File: src/rtl/bus_arbiter_pkg.sv
// ---------------------------------------------------------------------------
// bus_arbiter_pkg
// Shared definitions for the two-master system-bus arbiter:
//   - arb_state_t            : arbiter FSM state encoding
//   - M1 / M2                : master identifiers (also the bus_sel encoding)
//   - DEFAULT_TIMEOUT_CYCLES : default grant watchdog limit
// ---------------------------------------------------------------------------
package bus_arbiter_pkg;

   typedef enum logic [1:0] {
      IDLE   = 2'd0,
      GNT_M1 = 2'd1,
      GNT_M2 = 2'd2,
      TURN   = 2'd3
   } arb_state_t;

   localparam logic M1 = 1'b0;
   localparam logic M2 = 1'b1;

   localparam int DEFAULT_TIMEOUT_CYCLES = 1024;

endpackage : bus_arbiter_pkg

File: src/rtl/bus_arbiter_watchdog.sv
// ---------------------------------------------------------------------------
// arb_watchdog
// Grant-hold watchdog: a clearable, enabled up-counter with a terminal-count
// flag at TIMEOUT_CYCLES-1.
// Ports:
//   clk      : system clock
//   reset    : synchronous, active-high reset (counter to 0)
//   i_clear  : synchronous clear (held while no grant is active)
//   i_en     : count enable (high while a grant is active)
//   o_tc     : terminal count reached (counter == TIMEOUT_CYCLES-1)
// ---------------------------------------------------------------------------
module arb_watchdog
   import bus_arbiter_pkg::*;
#(
   parameter int TIMEOUT_CYCLES = DEFAULT_TIMEOUT_CYCLES
) (
   input  logic clk,
   input  logic reset,
   input  logic i_clear,
   input  logic i_en,
   output logic o_tc
);

   localparam int CNT_W = (TIMEOUT_CYCLES > 1) ? $clog2(TIMEOUT_CYCLES) : 1;
   localparam logic [CNT_W-1:0] TC_VAL = CNT_W'(TIMEOUT_CYCLES - 1);

   logic [CNT_W-1:0] r_cnt;

   // Counting stops at terminal count; the arbiter releases the grant there,
   // so the counter never wraps.
   always_ff @(posedge clk) begin
      if (reset || i_clear) begin
         r_cnt <= '0;
      end else if (i_en && !o_tc) begin
         r_cnt <= r_cnt + CNT_W'(1);
      end
   end

   assign o_tc = (r_cnt == TC_VAL);

endmodule : arb_watchdog

File: src/rtl/bus_arbiter.sv
// ---------------------------------------------------------------------------
// bus_arbiter
// Two-master arbiter for the shared system bus. One master owns the bus for
// a whole transaction (including bursts) until xfer_done, the owner drops
// its request, or the grant watchdog expires. Each release is followed by a
// one-cycle turnaround with no grant.
// Ports:
//   clk, reset  : system clock, synchronous active-high reset
//   req_m1/m2   : master requests, held for the whole transaction
//   xfer_done   : one-cycle completion pulse from the slave side
//   grant_m1/m2 : registered grants (never both high)
//   bus_sel     : mux select (0 = m1, 1 = m2), holds last owner when idle
//   bus_busy    : high while either grant is active
//   timeout_err : one-cycle pulse when the watchdog forces a release
//   last_owner  : owner of the most recently ended grant
// ---------------------------------------------------------------------------
module bus_arbiter
   import bus_arbiter_pkg::*;
#(
   parameter int TIMEOUT_CYCLES = DEFAULT_TIMEOUT_CYCLES,
   parameter bit FIXED_PRIO     = 1'b0
) (
   input  logic clk,
   input  logic reset,
   input  logic req_m1,
   input  logic req_m2,
   input  logic xfer_done,
   output logic grant_m1,
   output logic grant_m2,
   output logic bus_sel,
   output logic bus_busy,
   output logic timeout_err,
   output logic last_owner
);

   arb_state_t r_state;

   logic w_in_grant;
   logic w_owner;
   logic w_own_req;
   logic w_tie_winner;
   logic w_tc;
   logic w_release;

   assign w_in_grant = (r_state == GNT_M1) || (r_state == GNT_M2);
   assign w_owner    = (r_state == GNT_M2) ? M2 : M1;
   assign w_own_req  = (r_state == GNT_M2) ? req_m2 : req_m1;

   // Round-robin hands a tie to the master that did not own the bus last.
   assign w_tie_winner = FIXED_PRIO ? M1 : ~last_owner;

   assign w_release = xfer_done || !w_own_req || w_tc;

   arb_watchdog #(
      .TIMEOUT_CYCLES (TIMEOUT_CYCLES)
   ) u_watchdog (
      .clk     (clk),
      .reset   (reset),
      .i_clear (!w_in_grant),
      .i_en    (w_in_grant),
      .o_tc    (w_tc)
   );

   always_ff @(posedge clk) begin
      if (reset) begin
         r_state     <= IDLE;
         grant_m1    <= 1'b0;
         grant_m2    <= 1'b0;
         bus_sel     <= M1;
         bus_busy    <= 1'b0;
         timeout_err <= 1'b0;
         last_owner  <= M2;
      end else begin
         timeout_err <= 1'b0;
         case (r_state)
            IDLE: begin
               if (req_m1 && (!req_m2 || (w_tie_winner == M1))) begin
                  r_state  <= GNT_M1;
                  grant_m1 <= 1'b1;
                  bus_sel  <= M1;
                  bus_busy <= 1'b1;
               end else if (req_m2) begin
                  r_state  <= GNT_M2;
                  grant_m2 <= 1'b1;
                  bus_sel  <= M2;
                  bus_busy <= 1'b1;
               end
            end
            GNT_M1, GNT_M2: begin
               if (w_release) begin
                  r_state     <= TURN;
                  grant_m1    <= 1'b0;
                  grant_m2    <= 1'b0;
                  bus_busy    <= 1'b0;
                  last_owner  <= w_owner;
                  // Only a pure watchdog expiry is an error; completion or
                  // abort in the same cycle takes precedence.
                  timeout_err <= !xfer_done && w_own_req && w_tc;
               end
            end
            TURN: begin
               r_state <= IDLE;
            end
            default: begin
               r_state <= IDLE;
            end
         endcase
      end
   end

endmodule : bus_arbiter

File: config.mk
export PLATFORM = sky130hd
export DESIGN_NAME = bus_arbiter
export DESIGN_NICKNAME = d
export VERILOG_FILES = /design/src/rtl/bus_arbiter_pkg.sv /design/src/rtl/bus_arbiter_watchdog.sv /design/src/rtl/bus_arbiter.sv
export SDC_FILE = /design/constraint.sdc
export NUM_CORES = 1
export LEC_CHECK = 0
export ABC_AREA = 1
export BUFFER_PORTS_ARGS = -buffer_cell sky130_fd_sc_hd__buf_2
export CORE_MARGIN = 2
export CORE_UTILIZATION = 53
export CTS_BUF_LIST = sky130_fd_sc_hd__clkbuf_4 sky130_fd_sc_hd__clkbuf_8
export DETAILED_ROUTE_END_ITERATION = 8
export HOLD_SLACK_MARGIN = 0.12
export PLACE_DENSITY = 0.79
export REMOVE_ABC_BUFFERS = 1
export SETUP_SLACK_MARGIN = 0.2
export SYNTH_ARGS = -nofsm -noshare
export SYNTH_HDL_FRONTEND = slang
export SYNTH_SLANG_ARGS = --single-unit
File: constraint.sdc
create_clock -name clk -period 1.4 [get_ports clk]
set_input_delay 0.07 -clock clk [delete_from_list [all_inputs] [get_ports clk]]
set_output_delay 0.07 -clock clk [all_outputs]
set_load 0.01 [all_outputs]
==> out/metrics.csv, run 1 <==
stage,metric,value,unit
drt,wire_per_inst,16.5,um
synthesis,synth_compound_area_share,11.0,%
synthesis,netlist_top_cells_count,"32 x nand2_1, 18 x dfxtp_1, 17 x inv_1",
finish,drive_gt1_share,53.0,%
pwr,p_comb_share,63.7,%
floorplan,dieArea,0.00219,mm2
critical_path,setup.worst_path.class,reg -> reg,
finish,num-fill-cells,85,
pwr,ir_drop,1.61,mV
floorplan,io_pins,11,
hold_path,whs_path_depth,3,
cts,clkSlewWorstSetupHoldPaths,0.10,ns
critical_path,crit_path_max_fanout,4,
pwr,power.density,1790,mW/mm2
pwr,power_leakage,0.605,nW
synthesis,ys_ff_latch,18,
synthesis,synthFlopType,dfxtp_1,
drt,wl,3.18,mm
synthesis,yosysWarnings,0,
synthesis,ys_types,27,
floorplan,start_util,56.2,%
synthesis,async_flop_share,0,%
drt,ant_nets,0,
synthesis,synthSimpleGateAreaFrac,37.3,%
finish,syn_to_final_growth,54.8,%
synthesis,synth_seq_area_share,37.2,%
global_routing,grt_usage,26.3,%
synthesis,synthAdderAreaFrac,3.87,%
global_routing,grt_pass1_wl,4.07,mm
placed_design,port_buffers,10,
timing,tightest_slew,0.350,ns
drt,drt_iter0_drc,30,
synthesis,muxShareOfSynthArea,0,%
floorplan,design.core.area,0.00173,mm2
timing,drv_slew,0,
cts,cts_buffers,3,
timing,rsz0062_at_grt,true,
drt,drcViolationCount,0,
timing,fin_crit,1.37,ns
critical_path,worstSetupStartpointType,flop,
placed_design,dp_hpwl,1.59,mm
placed_design,postPlaceCellArea,0.00111,mm2
cts,insertion_delay,0.30,ns
synthesis,synthCells,134,
cts,cts_sinks,18,
drt,routed_via_density,5.61,
critical_path,crit_start,r_state[1]$_SDFFE_PP0P_,
finish,diodes,0,
finish,final_area,0.00150,mm2
critical_path,r2r_start,r_state[1]$_SDFFE_PP0P_,
synthesis,yosys.area.top_type,dfxtp_1,
critical_path,r2r_cells,7,
hold_path,worstHoldStart,req_m1,
global_routing,antenna_found_initial,0,
synthesis,yosys.area.top_type_share,37.2,%
synthesis,synth_edf_count,0,
floorplan,fp-row-count,15,
pwr,p_seq_share,26.6,%
drt,firstDrtPassIters,4,
cts,h-tree-depth,1,
cts,clockRootBuffer,clkbuf_4,
pwr,swShare,45.8,%
timing,fin_skew,0.00413,ns
finish,finish.utilization,87.0,%
pwr,finalPower,2.69,mW
timing,finalSetupViolCount,0,
pwr,power.share.clock,9.7,%
synthesis,synthXorXnorAreaFrac,1.81,%
synthesis,yosysMostFrequentCell,nand2_1,
floorplan,die_h,46.8,um
pwr,power_switching,1.23,mW
pwr,p_int,1.46,mW
synthesis,synth_top_family_by_area,simple AND/OR/NAND/NOR gates,
floorplan,die_w,46.8,um
hold_path,whs_endpoint,timeout_err$_SDFF_PP0_,
synthesis,synth_top_cells_by_area,"dfxtp_1 37%, nand2_1 12%, a21oi_1 6.7%",
synthesis,syn_avg_cell_area,7.24,um2
cts,cts_tree,yes,
global_routing,grt_max_degree,10,
critical_path,end_kind,flop,
job,drv_cap,0,
critical_path,cp.required,1.63,ns
critical_path,r2r-end,r_state[1]$_SDFFE_PP0P_,
hold_path,hold_path_class,in -> reg,
cts,cts_buffer_depth,2,
global_routing,overflow,0,
finish,nNetsFinal,178,
timing,finalHoldViolCount,0,
critical_path,r2r_setup_slack,0.03,ns
placed_design,gp_congestion,0.849,
synthesis,syn-cell-area,970,um2
timing,fin_crit_sh,98.0,%
outcome,status,"finished, final reports clean",
timing,fmax,729,MHz
global_routing,grt_pass1_vias,1010,
drt,via_count,1083,
timing,max_slew_margin,76.5,%
critical_path,worst_ep_arrival_time,1.60,ns
[stage by stage]
step           hold WS (ns)  setup WS [ns]  setup TNS (ns)  instances
4_1_cts               0.128          0.116               0        188
6_report              0.167         0.0282               0        193
5_1_grt               0.161        -0.0943          -0.274        193
3_3_place_gp          0.349        0.00501               0        177
2_1_floorplan         0.139        -0.0377         -0.0491        133
3_5_place_dp          0.353        -0.0515          -0.107        177
[power by group through the flow]
stage	Sequential, mW	Clock (mW)	Combinational (mW)
2_1_floorplan	0.718	0	0.607
3_3_place_gp	0.676	0	0.906
3_5_place_dp	0.678	0	0.943
4_1_cts	0.702	0.257	1.19
5_1_grt	0.729	0.286	1.83
6_report	0.717	0.260	1.72
[per-layer routing]
| metal | wire length [um] | up-vias | GRT usage, % |
|---|---|---|---|
| li1 | - | 500 | - |
| met1 | 1140 | 512 | 26.8 |
| met2 | 1740 | 55 | 51.8 |
| met3 | 161 | 16 | 5.38 |
| met4 | 148 | 0 | 9.44 |
| met5 | 0 | - | 0 |
[layout make-up]
type	count	area (um2)	area share [%]
multi-input combinational	94	739	49.2
sequential	18	373	24.8
timing repair buffer	32	244	16.3
inverter	21	91.3	6.08
tap	25	31.3	2.08
clock buffer	3	22.5	1.50
[what timing repair did]
action | in CTS | in global routing
endpoints found under the hold margin | 7 | 0
setup endpoints to repair | 17 | 17
pin swaps | 11 | 20
resized for setup | 29 | 41
setup buffers | 4 | 5
hold buffers | 4 | 0
[kinds of logic after synthesis]
logic type / after synthesis
simple gates: 69
buf+inv: 22
compound gates: 20
flops: 18
fa+ha+maj: 3
xor+xnor: 2
[worst max path at each step]
stage	slack, ns	end	cells past startpoint
global route	-0.09	u_watchdog.r_cnt[9]$_SDFFE_PP0P_	8
CTS	0.12	u_watchdog.r_cnt[1]$_SDFFE_PP0P_	7
detailed placement	-0.05	grant_m2$_SDFFE_PP0P_	6
floorplan	-0.04	u_watchdog.r_cnt[8]$_SDFFE_PP0P_	10
global placement	0.005	grant_m2$_SDFFE_PP0P_	6
finish	0.03	r_state[1]$_SDFFE_PP0P_	7
[placed cells by master (no fill, tap or decap), drive strengths merged, types with 2 or more instances in the layout]
cell type    count
ha               3
dfxtp           18
inv             21
nand4            2
clkbuf           3
nand3           13
o21ai            5
a21oi           14
dlygate4sd3      4
nor3             4
nand2           35
nor2            12
buf             28
[worst max-delay path: stages, from the launching register on]
cell	delay [ns]
dfxtp_4	0.39
inv_2	0.05
ha_4	0.33
buf_6	0.12
nand3_4	0.11
nand2_4	0.09
nand2_1	0.09
a21oi_2	0.12
[state kept, by name, indices dropped and copies added (netlist names)]
name              flops
timeout_err           1
bus_busy              1
u_watchdog.r_cnt     10
last_owner            1
bus_sel               1
grant_m2              1
r_state               2
grant_m1              1
Note: power is estimated with default switching activity, not from simulation.
==> run 2: changes to the inputs <==
- CELL_PAD_IN_SITES_DETAIL_PLACEMENT: not set -> 1
- CELL_PAD_IN_SITES_GLOBAL_PLACEMENT: not set -> 1
- CORE_UTILIZATION: 53 -> 39
- PLACE_DENSITY: 0.79 -> 0.8
==> out/metrics.csv, run 2 (synthesized netlist as in run 1, its figures left out) <==
stage,metric,value,unit
outcome,status,"finished, final reports clean",
critical_path,critPathMaxStageDelay,0.40,ns
global_routing,grt_max_degree,11,
finish,final_common_cell,nand2_1,
placed_design,post-place-cells,183,
drt,drt_iter0_drc,23,
timing,fin_crit,1.39,ns
drt,via_count,1033,
placed_design,gp_congestion,0.746,
timing,drv_slew,0,
global_routing,grt_pass1_wl,4.82,mm
global_routing,grt_pass1_vias,1032,
timing,finalHoldViolCount,0,
finish,diodes,0,
timing,max_slew_margin,71.1,%
critical_path,cp_num_buf_inv,1,
drt,drcViolationCount,0,
finish,final_cell_mix,"23 x nand2_1, 15 x inv_1, 12 x buf_4, 10 x dfxtp_1, 10 x buf_2",
pwr,power.density,1800,mW/mm2
finish,drive_gt1_share,51.2,%
critical_path,path_cells,nand2_2 -> nor2_4 -> nand3_4 -> nand2_8 -> inv_8 -> nand3_2 -> nand2_1 -> nand2_1 -> nor2_1,
placed_design,port_buffers,10,
critical_path,cpMostUsedCell,nand2_1,
timing,fin_skew,0.00163,ns
finish,regMostFlops,u_watchdog.r_cnt,
cts,cts_sinks,18,
critical_path,worst_ep_arrival_time,1.59,ns
hold_path,hold_path_class,in -> reg,
critical_path,end_kind,flop,
floorplan,start_util,40.2,%
critical_path,slowest_stage,dfxtp_1,
floorplan,die_w,53.9,um
critical_path,cp.required,1.61,ns
critical_path,crit_path_max_fanout,8,
finish,nNetsFinal,173,
pwr,finalPower,2.60,mW
timing,fin_crit_sh,99.1,%
cts,clockRootBuffer,clkbuf_4,
floorplan,design.core.area,0.00241,mm2
placed_design,dp_hpwl,1.87,mm
finish,syn_to_final_growth,49.4,%
timing,setup_slack,0.0131,ns
cts,cts_tree,yes,
drt,wl,3.26,mm
finish,reg_top3,"u_watchdog.r_cnt (10), r_state (2)",
cts,cts_buffer_depth,2,
timing,rsz0062_at_grt,true,
floorplan,io_pins,11,
placed_design,pre_cts_ws,-0.00611,ns
timing,fin_setup_tns,0,ns
drt,ant_nets,0,
cts,h-tree-depth,1,
job,drv_cap,0,
global_routing,overflow,0,
finish,largest_register_ffs,10,
critical_path,worstSetupStartpointType,flop,
floorplan,die_h,53.9,um
global_routing,grt_usage,23.7,%
pwr,power_leakage,0.587,nW
cts,insertion_delay,0.30,ns
timing,tightest_slew,0.428,ns
floorplan,dieArea,0.00290,mm2
critical_path,cpLargestDelayFamily,simple AND/OR/NAND/NOR gates,
pwr,ir_drop,1.10,mV
cts,cts_buffers,3,
drt,wire_per_inst,16.8,um
timing,fmax,721,MHz
drt,firstDrtPassIters,4,
floorplan,fp-row-count,18,
global_routing,antenna_found_initial,0,
timing,finalSetupViolCount,0,
cts,clkSlewWorstSetupHoldPaths,0.11,ns
critical_path,setup.worst_path.class,reg -> reg,
drt,routed_via_density,5.32,
finish,stdcell_count,194,
==> run 2: cell count changes in the layout (fill, tap and decap cells not counted), moves of 2 or more <==
cell,delta
dfxtp_4,+2
a21oi_2,-2
nand3_4,-2
a21oi_1,+2
nand2_2,-3
nand2_1,+2
dlygate4sd3_1,-2
dfxtp_2,-2
nand3_2,+3
buf_6,-2
==> run 2: report_power, final <==
part / internal, mW / switching, mW
logic: 0.649 / 0.904
clock network: 0.159 / 0.171
registers: 0.633 / 0.0896
==> run 2: final cells by class <==
type                    count  area [um2]
flip-flops and latches     18         378
fillers                   295         961
repair buffers             27         194
multi-input cells          94         709
well taps                  30        37.5
clock buffers               4        36.3
inverters                  21        93.8
==> run 2: final timing paths <==
| kind | start | end | slack (ns) | depth (start not counted) |
|---|---|---|---|---|
| min | req_m1 | timeout_err$_SDFF_PP0_ | 0.16 | 3 |
| min reg2reg | bus_busy$_SDFFE_PP0P_ | bus_busy$_SDFFE_PP0P_ | 0.47 | 2 |
| max | u_watchdog.r_cnt[5]$_SDFFE_PP0P_ | u_watchdog.r_cnt[8]$_SDFFE_PP0P_ | 0.01 | 9 |
| max reg2reg | u_watchdog.r_cnt[5]$_SDFFE_PP0P_ | u_watchdog.r_cnt[8]$_SDFFE_PP0P_ | 0.01 | 9 |
==> run 2: layer usage <==
layer	share of wire (%)	vias to the layer above	GRT usage, %
li1	-	493	-
met1	43	519	27.9
met2	54	13	42.1
met3	1.7	8	5.56
met4	1.8	0	7.69
met5	0	-	0
==> run 2: repair_timing <==
action	CTS	global route
pin swaps	16	12
setup endpoints to repair	17	17
hold buffers	2	0
buffers inserted	3	2
gates resized for setup	49	15
endpoints found under the hold margin	6	0
==> run 2: tightest hold or removal path, stage by stage <==
cell and delay [ns]:
buf_2 0.12, nor2_2 0.17, nor4_2 0.07
==> run 2: stage by stage <==
step	util [%]	hold slack (ns)	instance area (um2)
finish	60.1	0.159	1450
global route	60.1	0.157	1450
CTS	57.3	0.125	1380
detailed placement	46.8	0.350	1130
global placement	46.8	0.341	1130
floorplan	-	0.139	965
==> run 3: changes to the inputs <==
- CORE_UTILIZATION: 39 -> 46
- PLACE_DENSITY: 0.8 -> 0.88
- clock period: 1.4 -> 1.8 ns (I/O delays scaled with it)
==> out/metrics.csv, run 3 (synthesized netlist as in run 1, its figures left out) <==
stage,metric,value,unit
timing,tightest_slew,0.374,ns
timing,finalSetupViolCount,0,
global_routing,grt_max_degree,10,
placed_design,dp_hpwl,1.93,mm
critical_path,setup.worst_path.class,reg -> reg,
drt,wire_per_inst,17.4,um
cts,cts_tree,yes,
timing,fin_crit_sh,87.4,%
finish,drive_gt1_share,27.0,%
cts,clkSlewWorstSetupHoldPaths,0.12,ns
timing,rsz0062_at_grt,true,
pwr,ir_drop,1.06,mV
drt,routed_via_density,5.56,
pwr,power_switching,0.771,mW
finish,final_cell_mix,"31 x nand2_1, 17 x inv_1, 16 x dfxtp_1, 13 x a21oi_1, 10 x buf_2",
global_routing,grt_usage,25.7,%
drt,ant_nets,0,
finish,num-fill-cells,253,
cts,clockRootBuffer,clkbuf_4,
cts,insertion_delay,0.31,ns
drt,drt_iter0_drc,24,
critical_path,end_kind,flop,
pwr,swShare,46.4,%
finish,nNetsFinal,162,
pwr,power.density,1420,mW/mm2
finish,diodes,0,
floorplan,design.core.area,0.00198,mm2
pwr,p_comb_share,54.0,%
floorplan,dieArea,0.00249,mm2
drt,wl,3.12,mm
drt,drcViolationCount,0,
cts,cts_buffer_depth,2,
global_routing,grt_pass1_wl,4.87,mm
global_routing,grt_pass1_vias,1064,
timing,hold_slack,0.173,ns
global_routing,antenna_found_initial,0,
pwr,p_int,0.891,mW
timing,fin_skew,0.00877,ns
timing,drv_slew,0,
cts,h-tree-depth,1,
global_routing,overflow,0,
critical_path,worstSetupStartpointType,flop,
timing,setup_slack,0.227,ns
timing,fin_crit,1.57,ns
pwr,p_seq_share,32.7,%
timing,max_slew_margin,74.8,%
finish,reg_top3,"u_watchdog.r_cnt (10), r_state (2)",
drt,via_count,995,
placed_design,gp_congestion,0.884,
timing,fin_setup_tns,0,ns
outcome,status,"finished, final reports clean",
hold_path,hold_path_class,in -> reg,
cts,cts_buffers,3,
placed_design,pre_cts_ws,0.224,ns
cts,cts_sinks,18,
floorplan,die_w,49.9,um
floorplan,fp-row-count,16,
pwr,finalPower,1.66,mW
critical_path,crit_path_max_fanout,8,
timing,fmax,636,MHz
finish,regMostFlops,u_watchdog.r_cnt,
finish,largest_register_ffs,10,
pwr,power.share.clock,13.3,%
finish,multi_input_area,569,um2
job,drv_cap,0,
floorplan,start_util,48.9,%
finish,syn_to_final_growth,20.9,%
pwr,power_leakage,0.468,nW
drt,firstDrtPassIters,4,
finish,regArea,363,um2
critical_path,cp.required,2.01,ns
critical_path,worst_ep_arrival_time,1.78,ns
floorplan,io_pins,11,
placed_design,port_buffers,10,
finish,final_common_cell,nand2_1,
timing,finalHoldViolCount,0,
floorplan,die_h,49.9,um
## run 3: metal layers
metal / track usage (%) / vias up / part of all wire, %
met5: 0 / - / 0
met4: 10.2 / 0 / 4.2
met3: 5.15 / 14 / 5.4
met2: 43.8 / 39 / 48
met1: 31.5 / 473 / 43
li1: - / 469 / -
## run 3: timing repair
action | 4_1_cts | 5_1_grt
endpoints found under the hold margin | 7 | 0
resized for setup | 2 | 9
hold buffers | 3 | 0
pin swaps | 0 | 4
buffers inserted | 0 | 2
endpoints found under the setup margin | 2 | 9
## run 3: power by group through the flow
stage                     sequential, mW  combinational, mW  clock (mW)
after global placement             0.528              0.665           0
after detailed placement           0.533              0.700           0
after global routing               0.555              0.958       0.229
final                              0.544              0.898       0.221
after floorplan                    0.558              0.472           0
after CTS                          0.526              0.742       0.209
## run 3: worst max-delay path, cell delays in order (launching register included)
cell and delay (ns):
dfxtp_1 0.41, ha_4 0.18, inv_2 0.05, nor2_4 0.16, nand3_4 0.17, nand2_8 0.13, inv_4 0.06, nand3_1 0.11
nand2_1 0.09, nand2_1 0.07, nor2_1 0.03
## run 3: area by class of cell
| class | instances | share of cell area (%) |
|---|---|---|
| sequential | 18 | 30.9 |
| multi-input combinational | 94 | 48.6 |
| timing repair buffer | 16 | 8.75 |
| inverter | 21 | 6.94 |
| clock buffer | 3 | 1.92 |
| tap | 27 | 2.88 |
## run 3: worst paths after layout
check	start	to	slack (ns)	cells past startpoint
min reg2reg	bus_busy$_SDFFE_PP0P_	bus_busy$_SDFFE_PP0P_	0.48	2
max reg2reg	u_watchdog.r_cnt[1]$_SDFFE_PP0P_	u_watchdog.r_cnt[8]$_SDFFE_PP0P_	0.23	10
min	req_m1	timeout_err$_SDFF_PP0_	0.17	3
max	u_watchdog.r_cnt[1]$_SDFFE_PP0P_	u_watchdog.r_cnt[8]$_SDFFE_PP0P_	0.23	10
## run 3: stage by stage
step                area, um2  util [%]  instances
CTS                      1110      56.2        177
global route             1170      59.2        179
detailed placement       1060      53.3        171
floorplan                 965         -        133
global placement         1060      53.3        171
finish                   1170      59.2        179
